===== src/rtl/rotary_emulator.sv =====
`default_nettype none
// ============================================================================
//  Module   : rotary_emulator
//  Purpose  : Emulates a front-panel rotary encoder (quadrature A/B plus push
//             button C) from a command port, so the frequency-select decoder
//             can be driven without a physical encoder. Idle is A=B=1; an
//             increment detent makes B fall first, a decrement makes A fall
//             first.
//  Ports    : Fg_clk     - system clock
//             Reset      - synchronous, active-high reset
//             Cmd_valid  - command request
//             Cmd_ready  - high only while idle
//             Cmd_dir    - 1 = increment (B leads), 0 = decrement (A leads)
//             Cmd_count  - number of detents to emit (0 allowed)
//             Cmd_press  - emit one button press instead of detents
//             Rot_A/B/C  - registered encoder outputs
//             Busy       - high while a command is executing
//             Done       - one-cycle pulse on return to idle
//             Remaining  - detents still to start, including the current one
//  Revision : 1.0 - initial release
// ============================================================================
module rotary_emulator #(
    parameter int PHASE_CYC = 16,
    parameter int GAP_CYC   = 32,
    parameter int CNT_W     = 8
) (
    input  logic             Fg_clk,
    input  logic             Reset,
    input  logic             Cmd_valid,
    output logic             Cmd_ready,
    input  logic             Cmd_dir,
    input  logic [CNT_W-1:0] Cmd_count,
    input  logic             Cmd_press,
    output logic             Rot_A,
    output logic             Rot_B,
    output logic             Rot_C,
    output logic             Busy,
    output logic             Done,
    output logic [CNT_W-1:0] Remaining
);

    localparam int MAX_CYC = (PHASE_CYC > GAP_CYC) ? PHASE_CYC : GAP_CYC;
    localparam int TMR_W   = $clog2(MAX_CYC + 1);

    localparam logic [TMR_W-1:0] PHASE_LOAD = TMR_W'(PHASE_CYC - 1);
    localparam logic [TMR_W-1:0] GAP_LOAD   = TMR_W'(GAP_CYC - 1);

    localparam logic [2:0] IDLE  = 3'd0;
    localparam logic [2:0] PH0   = 3'd1;
    localparam logic [2:0] PH1   = 3'd2;
    localparam logic [2:0] PH2   = 3'd3;
    localparam logic [2:0] PH3   = 3'd4;
    localparam logic [2:0] GAP   = 3'd5;
    localparam logic [2:0] PRESS = 3'd6;

    logic [2:0]       state, next_state;
    logic [TMR_W-1:0] timer, next_timer;
    logic [CNT_W-1:0] next_rem;
    logic             dir, next_dir;
    logic             next_done;
    logic             next_a, next_b;
    logic             inc_a, inc_b;

    // Next-state logic. The timer counts down from (hold length - 1); a
    // phase ends on the cycle the timer reads zero.
    always_comb begin
        next_state = state;
        next_timer = timer;
        next_rem   = Remaining;
        next_dir   = dir;
        next_done  = 1'b0;
        case (state)
            IDLE: begin
                if (Cmd_valid) begin
                    next_dir = Cmd_dir;
                    if (Cmd_press) begin
                        next_state = PRESS;
                        next_rem   = '0;
                    end else if (Cmd_count == '0) begin
                        next_rem  = '0;
                        next_done = 1'b1;
                    end else begin
                        next_state = PH0;
                        next_timer = PHASE_LOAD;
                        next_rem   = Cmd_count;
                    end
                end
            end
            PH0, PH1, PH2: begin
                if (timer == '0) begin
                    next_state = state + 3'd1;
                    next_timer = PHASE_LOAD;
                end else begin
                    next_timer = timer - TMR_W'(1);
                end
            end
            PH3: begin
                if (timer == '0) begin
                    next_state = GAP;
                    next_timer = GAP_LOAD;
                    next_rem   = Remaining - CNT_W'(1);
                end else begin
                    next_timer = timer - TMR_W'(1);
                end
            end
            GAP: begin
                if (timer == '0) begin
                    if (Remaining != '0) begin
                        next_state = PH0;
                        next_timer = PHASE_LOAD;
                    end else begin
                        next_state = IDLE;
                        next_done  = 1'b1;
                    end
                end else begin
                    next_timer = timer - TMR_W'(1);
                end
            end
            PRESS: begin
                // Button is high for exactly one cycle, then the idle gap.
                next_state = GAP;
                next_timer = GAP_LOAD;
            end
            default: begin
                next_state = IDLE;
                next_timer = '0;
            end
        endcase
    end

    // Quadrature pattern for the upcoming state, increment orientation.
    // Decrement simply swaps A and B.
    always_comb begin
        inc_a = 1'b1;
        inc_b = 1'b1;
        case (next_state)
            PH0:     begin inc_a = 1'b1; inc_b = 1'b0; end
            PH1:     begin inc_a = 1'b0; inc_b = 1'b0; end
            PH2:     begin inc_a = 1'b0; inc_b = 1'b1; end
            default: begin inc_a = 1'b1; inc_b = 1'b1; end
        endcase
        next_a = next_dir ? inc_a : inc_b;
        next_b = next_dir ? inc_b : inc_a;
    end

    // Every output is a flop loaded from the next-state decode, so the
    // pins are glitch-free and change on the same edge as the state.
    always_ff @(posedge Fg_clk) begin
        if (Reset) begin
            state     <= IDLE;
            timer     <= '0;
            dir       <= 1'b0;
            Remaining <= '0;
            Rot_A     <= 1'b1;
            Rot_B     <= 1'b1;
            Rot_C     <= 1'b0;
            Busy      <= 1'b0;
            Cmd_ready <= 1'b1;
            Done      <= 1'b0;
        end else begin
            state     <= next_state;
            timer     <= next_timer;
            dir       <= next_dir;
            Remaining <= next_rem;
            Rot_A     <= next_a;
            Rot_B     <= next_b;
            Rot_C     <= (next_state == PRESS);
            Busy      <= (next_state != IDLE);
            Cmd_ready <= (next_state == IDLE);
            Done      <= next_done;
        end
    end

endmodule
`default_nettype wire


===== config.mk =====
export PLATFORM = sky130hd
export DESIGN_NAME = rotary_emulator
export DESIGN_NICKNAME = d
export VERILOG_FILES = /design/src/rtl/rotary_emulator.sv
export SDC_FILE = /design/constraint.sdc
export NUM_CORES = 1
export LEC_CHECK = 0
export ABC_AREA = 1
export CAP_MARGIN = 15
export CORE_MARGIN = 2
export CORE_UTILIZATION = 40
export CTS_CLUSTER_SIZE = 8
export DETAILED_ROUTE_END_ITERATION = 10
export SYNTH_ARGS = -nofsm -noshare
export SYNTH_HDL_FRONTEND = slang
export SYNTH_SLANG_ARGS = --single-unit

===== constraint.sdc =====
create_clock -name Fg_clk -period 3.9 [get_ports Fg_clk]
set_clock_uncertainty 0.2 [all_clocks]
set_input_delay 1.17 -clock Fg_clk [delete_from_list [all_inputs] [get_ports Fg_clk]]
set_output_delay 1.17 -clock Fg_clk [all_outputs]
set_load 0.02 [all_outputs]

After elaboration in Yosys (flattened, before gate mapping). Cells that the tools add are included.

Flip-flop bits (word level): 24. Input port bits: 13. Output and inout port bits: 14.

$add $sub $neg: 3. Eq/ne operators: 15. Muxes and demuxes: 33. Reductions and logical operators: 12.

Operators by type and width (count): $mux W6 (7); $mux W8 (4); $pmux W6 S5 (1); $mux W3 (6); $pmux W8 S2 (1); $pmux W3 S5 (1); $eq A3 B2 Y1 const B (4); $eq A3 B3 Y1 const B (4); $mux W1 (12); $logic_not A8 Y1 (1); $ne A2 B2 Y1 const B (4); $reduce_bool A8 Y1 (1); $sub A8 B1 Y8 const B (1); $eq A3 B1 Y1 const B (2); $logic_not A3 Y1 (2); $logic_not A6 Y1 (1); $sub A6 B1 Y6 const B (1); $reduce_and A4 Y1 (1); $reduce_or A2 Y1 (2); $add A3 B1 Y3 const B (1); $ne A3 B3 Y1 const B (1); $reduce_and A3 Y1 (1); $reduce_bool A3 Y1 (1); $reduce_or A3 Y1 (1); other kinds (2) (2).

Depth between registers and ports, before layout. Gate-level depths: netlist of run 1.

Depth in word-level cells: 9. Gate-level depth with buffers: 12. Depth with buffers taken out: 12.

Least setup slack after synthesis of run 1. OpenSTA, ideal clock, no wires.

Kind: input port to flip-flop. Start point: input port Cmd_count[6]. End point: register Busy. Library setup time: 0.114 ns. Data arrival time: 1.986 ns. Slack: 1.600 ns. Stages: 8. Buffers on the path: 0. Cells stage by stage: nor2_1 > nand2_1 > o21ai_0 > a21oi_1 > nor2_2 > nor2_1 > nor3_2 > inv_2.

Longest elaborated chain between the ends: 6.

RTL lines: start: declaration (line 32) `input logic [CNT_W-1:0] Cmd_count,`; $logic_not A8 Y1 (line 79) `end else if (Cmd_count == '0) begin`; $mux W3 (line 79); $mux W3 (line 76) `if (Cmd_press) begin`; $mux W3 (line 74) `if (Cmd_valid) begin`; $pmux W3 S5 (line 72) `case (state)`; $reduce_bool A3 Y1 (line 168) `Busy <= (next_state != IDLE);`; end signal: assignment (line 168); end: declaration (line 37) `output logic Busy,`.

No other way between the ends. A chain may end at the register's enable or synchronous reset.

Worst setup path in the final report of run 1.
Start point: register Remaining[6]. End point: output port Remaining[6].

RTL lines: start: declaration (line 39) `output logic [CNT_W-1:0] Remaining`; start signal: assignment (line 164) `Remaining <= next_rem;`.

No word-level cell between the ends.

==> results.json, run 1 <==
{
  "outcome": "finished, final reports clean",
  "drtIter0Drc": 85,
  "yosysSeqAreaShare": 0.2918,
  "ys.flop_type": "dfxtp_1",
  "final_util": 0.5079,
  "powerDensity_nw_per_um2": 829.1,
  "critPathMaxStageDelay_ns": 0.64,
  "core.rowCount": 23,
  "wl_per_cell_um": 12.08,
  "core_area_um2": 3971,
  "fmax_mhz": 370.1,
  "holdWs_ns": 0.2710,
  "maxCapViolCount": 0,
  "routed_wl_um": 3864,
  "post-place-ws_ns": 0.8962,
  "hold_viol_final": 0,
  "clk_latency_ns": 0.27,
  "rsz0062_at_grt": "no",
  "synth_top_area_frac": 0.2918,
  "hpwl_um": 2972,
  "path_cells": "clkdlybuf4s50_1",
  "setup_tns_ns": 0,
  "peakVddDrop_v": 0.0004000,
  "ys_warn_count": 0,
  "worst_ep_arrival_time_ns": 1.33,
  "setup_slack_ns": 1.198,
  "setup_viol": 0,
  "antennaDiodeCount": 0,
  "area_growth_pct": 22.49,
  "clk_pin_slew_ns": 0.09,
  "fin_crit_ns": 2.702,
  "grt_pass1_vias": 1406,
  "drtPass1Iterations": 4,
  "start_util": 0.4146,
  "cts_hold_buf": 0,
  "post_cts_resized": 0,
  "ys_top_cells_by_count": "45 x nand2_1, 29 x nor2_1, 27 x inv_1",
  "netlist_area_um2": 1647,
  "ios": 27,
  "gp_congestion": 0.8207,
  "slew_headroom": 0.6410,
  "synth_top_cell_by_area": "dfxtp_1",
  "cts_buffers": 3,
  "syn-instance-count": 242,
  "synth-seq-cells": 24,
  "vias_per_cell": 4.938,
  "cts.htree.levels": 1,
  "post-cts-setup-buffer-count": 0,
  "crit_type": "flip-flop to output port",
  "overflow": 0,
  "async_flop_share": 0,
  "tightest_slew_ns": 0.5385,
  "vias": 1580,
  "port-buffer-count": 26,
  "grt_start_max_net_pins": 18,
  "power_leakage_nw": 0.9054,
  "clockBufferDepth": 2,
  "antenna_found_initial": 0,
  "drc": 0,
  "die_w_um": 68.16,
  "die_y_um": 68.16,
  "ys_types": 30,
  "crit_path_end_kind": "output port",
  "synth_area_leaders": "dfxtp_1 29%, nand2_1 10%, ha_1 7.6%, o21ai_0 6.7%, nor2_1 6.6%",
  "syn_avg_cell_area_um2": 6.804,
  "placed_area_um2": 1962,
  "stdcell_area_um2": 2017,
  "crit_buf_inv": 1,
  "dieArea_um2": 4646,
  "nets": 294,
  "slew_violations": 0,
  "syn-num-nets": 265,
  "crit_fanout": 5,
  "worstPathRequired_ns": 2.53,
  "hold_path.class": "flip-flop to flip-flop",
  "final_layout_size_suffix_gt1_frac": 0.1370,
  "ctsRootBufferMaster": "clkbuf_8",
  "fin_crit_sh": 0.6928,
  "worstSetupStartpointType": "flip-flop",
  "tritoncts": "yes",
  "grt_pass1_wl_um": 6437,
  "synth_most_common_cell": "nand2_1",
  "cpMaxStageDelayCell": "clkdlybuf4s50_1",
  "synth_edf_count": 0,
  "ant_nets": 0,
  "crit_family": "buffers and inverters",
  "clock_sinks": 24,
  "grt_usage": 0.1819
}
==> worst paths after layout <==
| check | from | to | slack [ns] | cells past startpoint |
|---|---|---|---|---|
| worst max-delay path | Remaining[6]$_SDFFE_PP0P_ | Remaining[6] | 1.20 | 1 |
| worst min-delay path | timer[0]$_SDFFE_PP0P_ | timer[0]$_SDFFE_PP0P_ | 0.27 | 2 |
| worst max register to register | state[0]$_SDFF_PP0_ | Busy$_SDFF_PP0_ | 1.60 | 12 |
| worst min register to register | timer[0]$_SDFFE_PP0P_ | timer[0]$_SDFFE_PP0P_ | 0.27 | 2 |
==> metrics by stage <==
step | instances | total power, mW
CTS | 320 | 1.686
detailed placement | 316 | 1.505
finish | 320 | 1.672
floorplan | 242 | 1.216
global route | 320 | 1.844
global placement | 316 | 1.502
==> registers in the layout, indices dropped and copies added, names as in the netlist <==
name / flops
Rot_B: 1
Rot_A: 1
dir: 1
Busy: 1
timer: 6
Rot_C: 1
Done: 1
Cmd_ready: 1
Remaining: 8
state: 3
==> layout make-up <==
cell class	count	area [um^2]
inverters	34	128.9
fillers	403	1954
flip-flops and latches	24	480.5
multi-input cells	181	1022
well taps	50	62.56
repair buffers	27	267.8
clock buffers	4	55.05
==> worst min-delay path, cell delays in order (launching register included) <==
cell	delay, ns
dfxtp_1	0.32
nand2_1	0.06
a21oi_1	0.06
==> per-layer routing <==
layer  part of all wire  global-route usage
met1               0.49              0.2495
met2               0.46              0.2925
met3              0.046             0.04276
met4             0.0031             0.03250
met5                  0                   0
==> layout by cell type (no fill, tap or decap), drive strengths merged <==
cell	instances
nand3	20
o21ai	25
nand4	2
o211ai	1
inv	33
a31oi	7
clkinv	1
nand2	53
dfxtp	24
clkdlybuf4s50	26
buf	1
a22oi	1
nor3	2
nor2	38
xnor2	2
mux2i	1
clkbuf	4
ha	10
nor4	1
a21oi	18
==> cells by family after synthesis <==
| group | after synthesis | synth area share |
|---|---|---|
| buffers and inverters | 37 | 0.08739 |
| DFF | 24 | 0.2918 |
| AOI/OAI and AO/OA | 52 | 0.1755 |
| and+or+nand+nor | 116 | 0.3526 |
| muxes | 1 | 0.006079 |
| xor gates and xnor gates | 2 | 0.01064 |
| adders and majority gates | 10 | 0.07599 |
==> report_power, final <==
group          leakage (nW)  total (mW)  internal (mW)  switching [mW]
clock                0.0288       0.172         0.0903          0.0819
sequential            0.198       0.415          0.335          0.0806
combinational         0.679        1.08          0.409           0.676
total                 0.905        1.67          0.834           0.838
(Power assumes the default switching activity.)
==> run 2: changes to the inputs <==
--- a/config.mk
+++ b/config.mk
@@ -11,6 +11,7 @@
 export CORE_UTILIZATION = 40
 export CTS_CLUSTER_SIZE = 8
 export DETAILED_ROUTE_END_ITERATION = 10
+export PLACE_DENSITY = 0.65
 export SYNTH_ARGS = -nofsm -noshare
 export SYNTH_HDL_FRONTEND = slang
 export SYNTH_SLANG_ARGS = --single-unit
==> constraint.sdc (replaced) <==
create_clock -name Fg_clk -period 2.2 [get_ports Fg_clk]
set_clock_uncertainty 0.2 [all_clocks]
set_input_delay 0.66 -clock Fg_clk [delete_from_list [all_inputs] [get_ports Fg_clk]]
set_output_delay 0.66 -clock Fg_clk [all_outputs]
set_load 0.02 [all_outputs]
==> run 2 against run 1 <==
  * Combinational power is 93% higher
  * Cell area is 8.0% higher
  * Hold slack worse by 0.0030 ns
  * Critical endpoint is now Remaining[4]
  * Largest cell class unchanged
  * Total power is 85% higher
  * Die area stayed put
  * Utilization is 4.1 points higher
  * First-iteration DRC count is 2.4% higher
==> results.json, run 2 (same netlist as run 1, synthesis figures left out) <==
{
  "outcome": "finished, final reports clean",
  "drc": 0,
  "tritoncts": "yes",
  "clock_sinks": 24,
  "vias": 1668,
  "critPathLaunch": "Remaining[4]$_SDFFE_PP0P_",
  "antennaDiodeCount": 0,
  "fin_cells": 336,
  "holdWs_ns": 0.2680,
  "reg_top3": "Remaining x8, timer x6, state x3",
  "worst_ep_arrival_time_ns": 1.28,
  "fmax_mhz": 467.7,
  "core_area_um2": 3971,
  "wl_per_cell_um": 11.88,
  "peakVddDrop_v": 0.0006934,
  "hold_path.class": "flip-flop to flip-flop",
  "start_util": 0.4146,
  "hpwl_um": 3048,
  "setup_viol": 0,
  "grt_start_max_net_pins": 13,
  "drtIter0Drc": 87,
  "tightest_slew_ns": 0.4157,
  "grt_pass1_wl_um": 6375,
  "setup_tns_ns": 0,
  "vias_per_cell": 4.964,
  "cpMaxStageDelayCell": "clkdlybuf4s50_1",
  "core.rowCount": 23,
  "clk_latency_ns": 0.27,
  "powerDensity_nw_per_um2": 1420,
  "die_y_um": 68.16,
  "area_growth_pct": 32.29,
  "clockBufferDepth": 2,
  "port-buffer-count": 26,
  "slew_headroom": 0.7220,
  "final_layout_size_suffix_gt1_frac": 0.2133,
  "ant_nets": 0,
  "hold_viol_final": 0,
  "ctsRootBufferMaster": "clkbuf_8",
  "slew_violations": 0,
  "drtPass1Iterations": 4,
  "hold_start": "timer[0]$_SDFFE_PP0P_",
  "path_cells": "clkdlybuf4s50_1",
  "crit_type": "flip-flop to output port",
  "grt_usage": 0.1801,
  "place_inst": 332,
  "overflow": 0,
  "crit_family": "buffers and inverters",
  "die_w_um": 68.16,
  "top_register": "Remaining",
  "worstSetupStartpointType": "flip-flop",
  "routed_wl_um": 3992,
  "setup_slack_ns": 0.06183,
  "worstPathRequired_ns": 1.34,
  "nets": 311,
  "p_total_mw": 3.093,
  "gp_congestion": 0.8678,
  "largest_reg_flops": 8,
  "final_cell_mix": "45 x nand2_1, 28 x nor2_1, 25 x inv_1",
  "crit_fanout": 4,
  "ios": 27,
  "critPathMaxStageDelay_ns": 0.62,
  "crit_buf_inv": 1,
  "crit_path_end_kind": "output port",
  "layout_commonest_cell": "nand2_1",
  "grt_pass1_vias": 1432,
  "power_leakage_nw": 1.082,
  "post-place-ws_ns": -0.2764,
  "antenna_found_initial": 0,
  "timing.rr.start": "timer[0]$_SDFFE_PP0P_",
  "cts_buffers": 3,
  "fin_crit_ns": 2.138,
  "clk_pin_slew_ns": 0.09,
  "maxCapViolCount": 0,
  "cts.htree.levels": 1,
  "dieArea_um2": 4646,
  "fillers": 385,
  "fin_crit_sh": 0.9719
}
run 2: timing repair:
action                                 4_1_cts  5_1_grt
setup endpoints to repair                    0       12
gates resized for setup                      0       18
endpoints found under the hold margin        0        0
buffers inserted                             0        1
hold buffers                                 0        0
run 2: path summary, 6_finish.rpt:
kind / end / slack (ns) / cells after the start
setup / recovery: Remaining[4] / 0.06 / 1
hold reg to reg: timer[0]$_SDFFE_PP0P_ / 0.27 / 2
hold / removal: timer[0]$_SDFFE_PP0P_ / 0.27 / 2
setup reg to reg: Busy$_SDFF_PP0_ / 0.17 / 10
run 2: layout make-up:
type / instances / area [um^2] / share of cell area
clock buffer: 3 / 41.29 / 0.01895
inverter: 34 / 128.9 / 0.05916
tap: 50 / 62.56 / 0.02872
timing repair buffer: 44 / 427.9 / 0.1964
multi-input combinational: 181 / 1035 / 0.4750
sequential: 24 / 483.0 / 0.2217
run 2: metal layers:
metal,global-route usage,wire length [um]
met3,0.02632,148
met1,0.2558,1997
met4,0.04750,40
met2,0.2840,1806
met5,0,0
run 2: power by group:
group	internal, mW	leakage, nW	switching, mW
Combinational	0.852	0.862	1.23
Clock	0.123	0.0216	0.148
Sequential	0.596	0.198	0.141
Total	1.57	1.08	1.52
run 2: stage by stage:
stage | cell area (um^2) | utilization
detailed placement | 2095 | 0.5274
finish | 2178 | 0.5485
CTS | 2136 | 0.5378
global placement | 2095 | 0.5274
floorplan | 1647 | -
global route | 2178 | 0.5485
==> run 3: changes to the inputs <==
--- a/config.mk
+++ b/config.mk
@@ -12,6 +12,7 @@
 export CTS_CLUSTER_SIZE = 8
 export DETAILED_ROUTE_END_ITERATION = 10
 export PLACE_DENSITY = 0.65
+export SKIP_CTS_REPAIR_TIMING = 1
 export SYNTH_ARGS = -nofsm -noshare
 export SYNTH_HDL_FRONTEND = slang
 export SYNTH_SLANG_ARGS = --single-unit
==> results of run 3 <==
No change in the layout: final DEF, timing and power equal those of run 2.
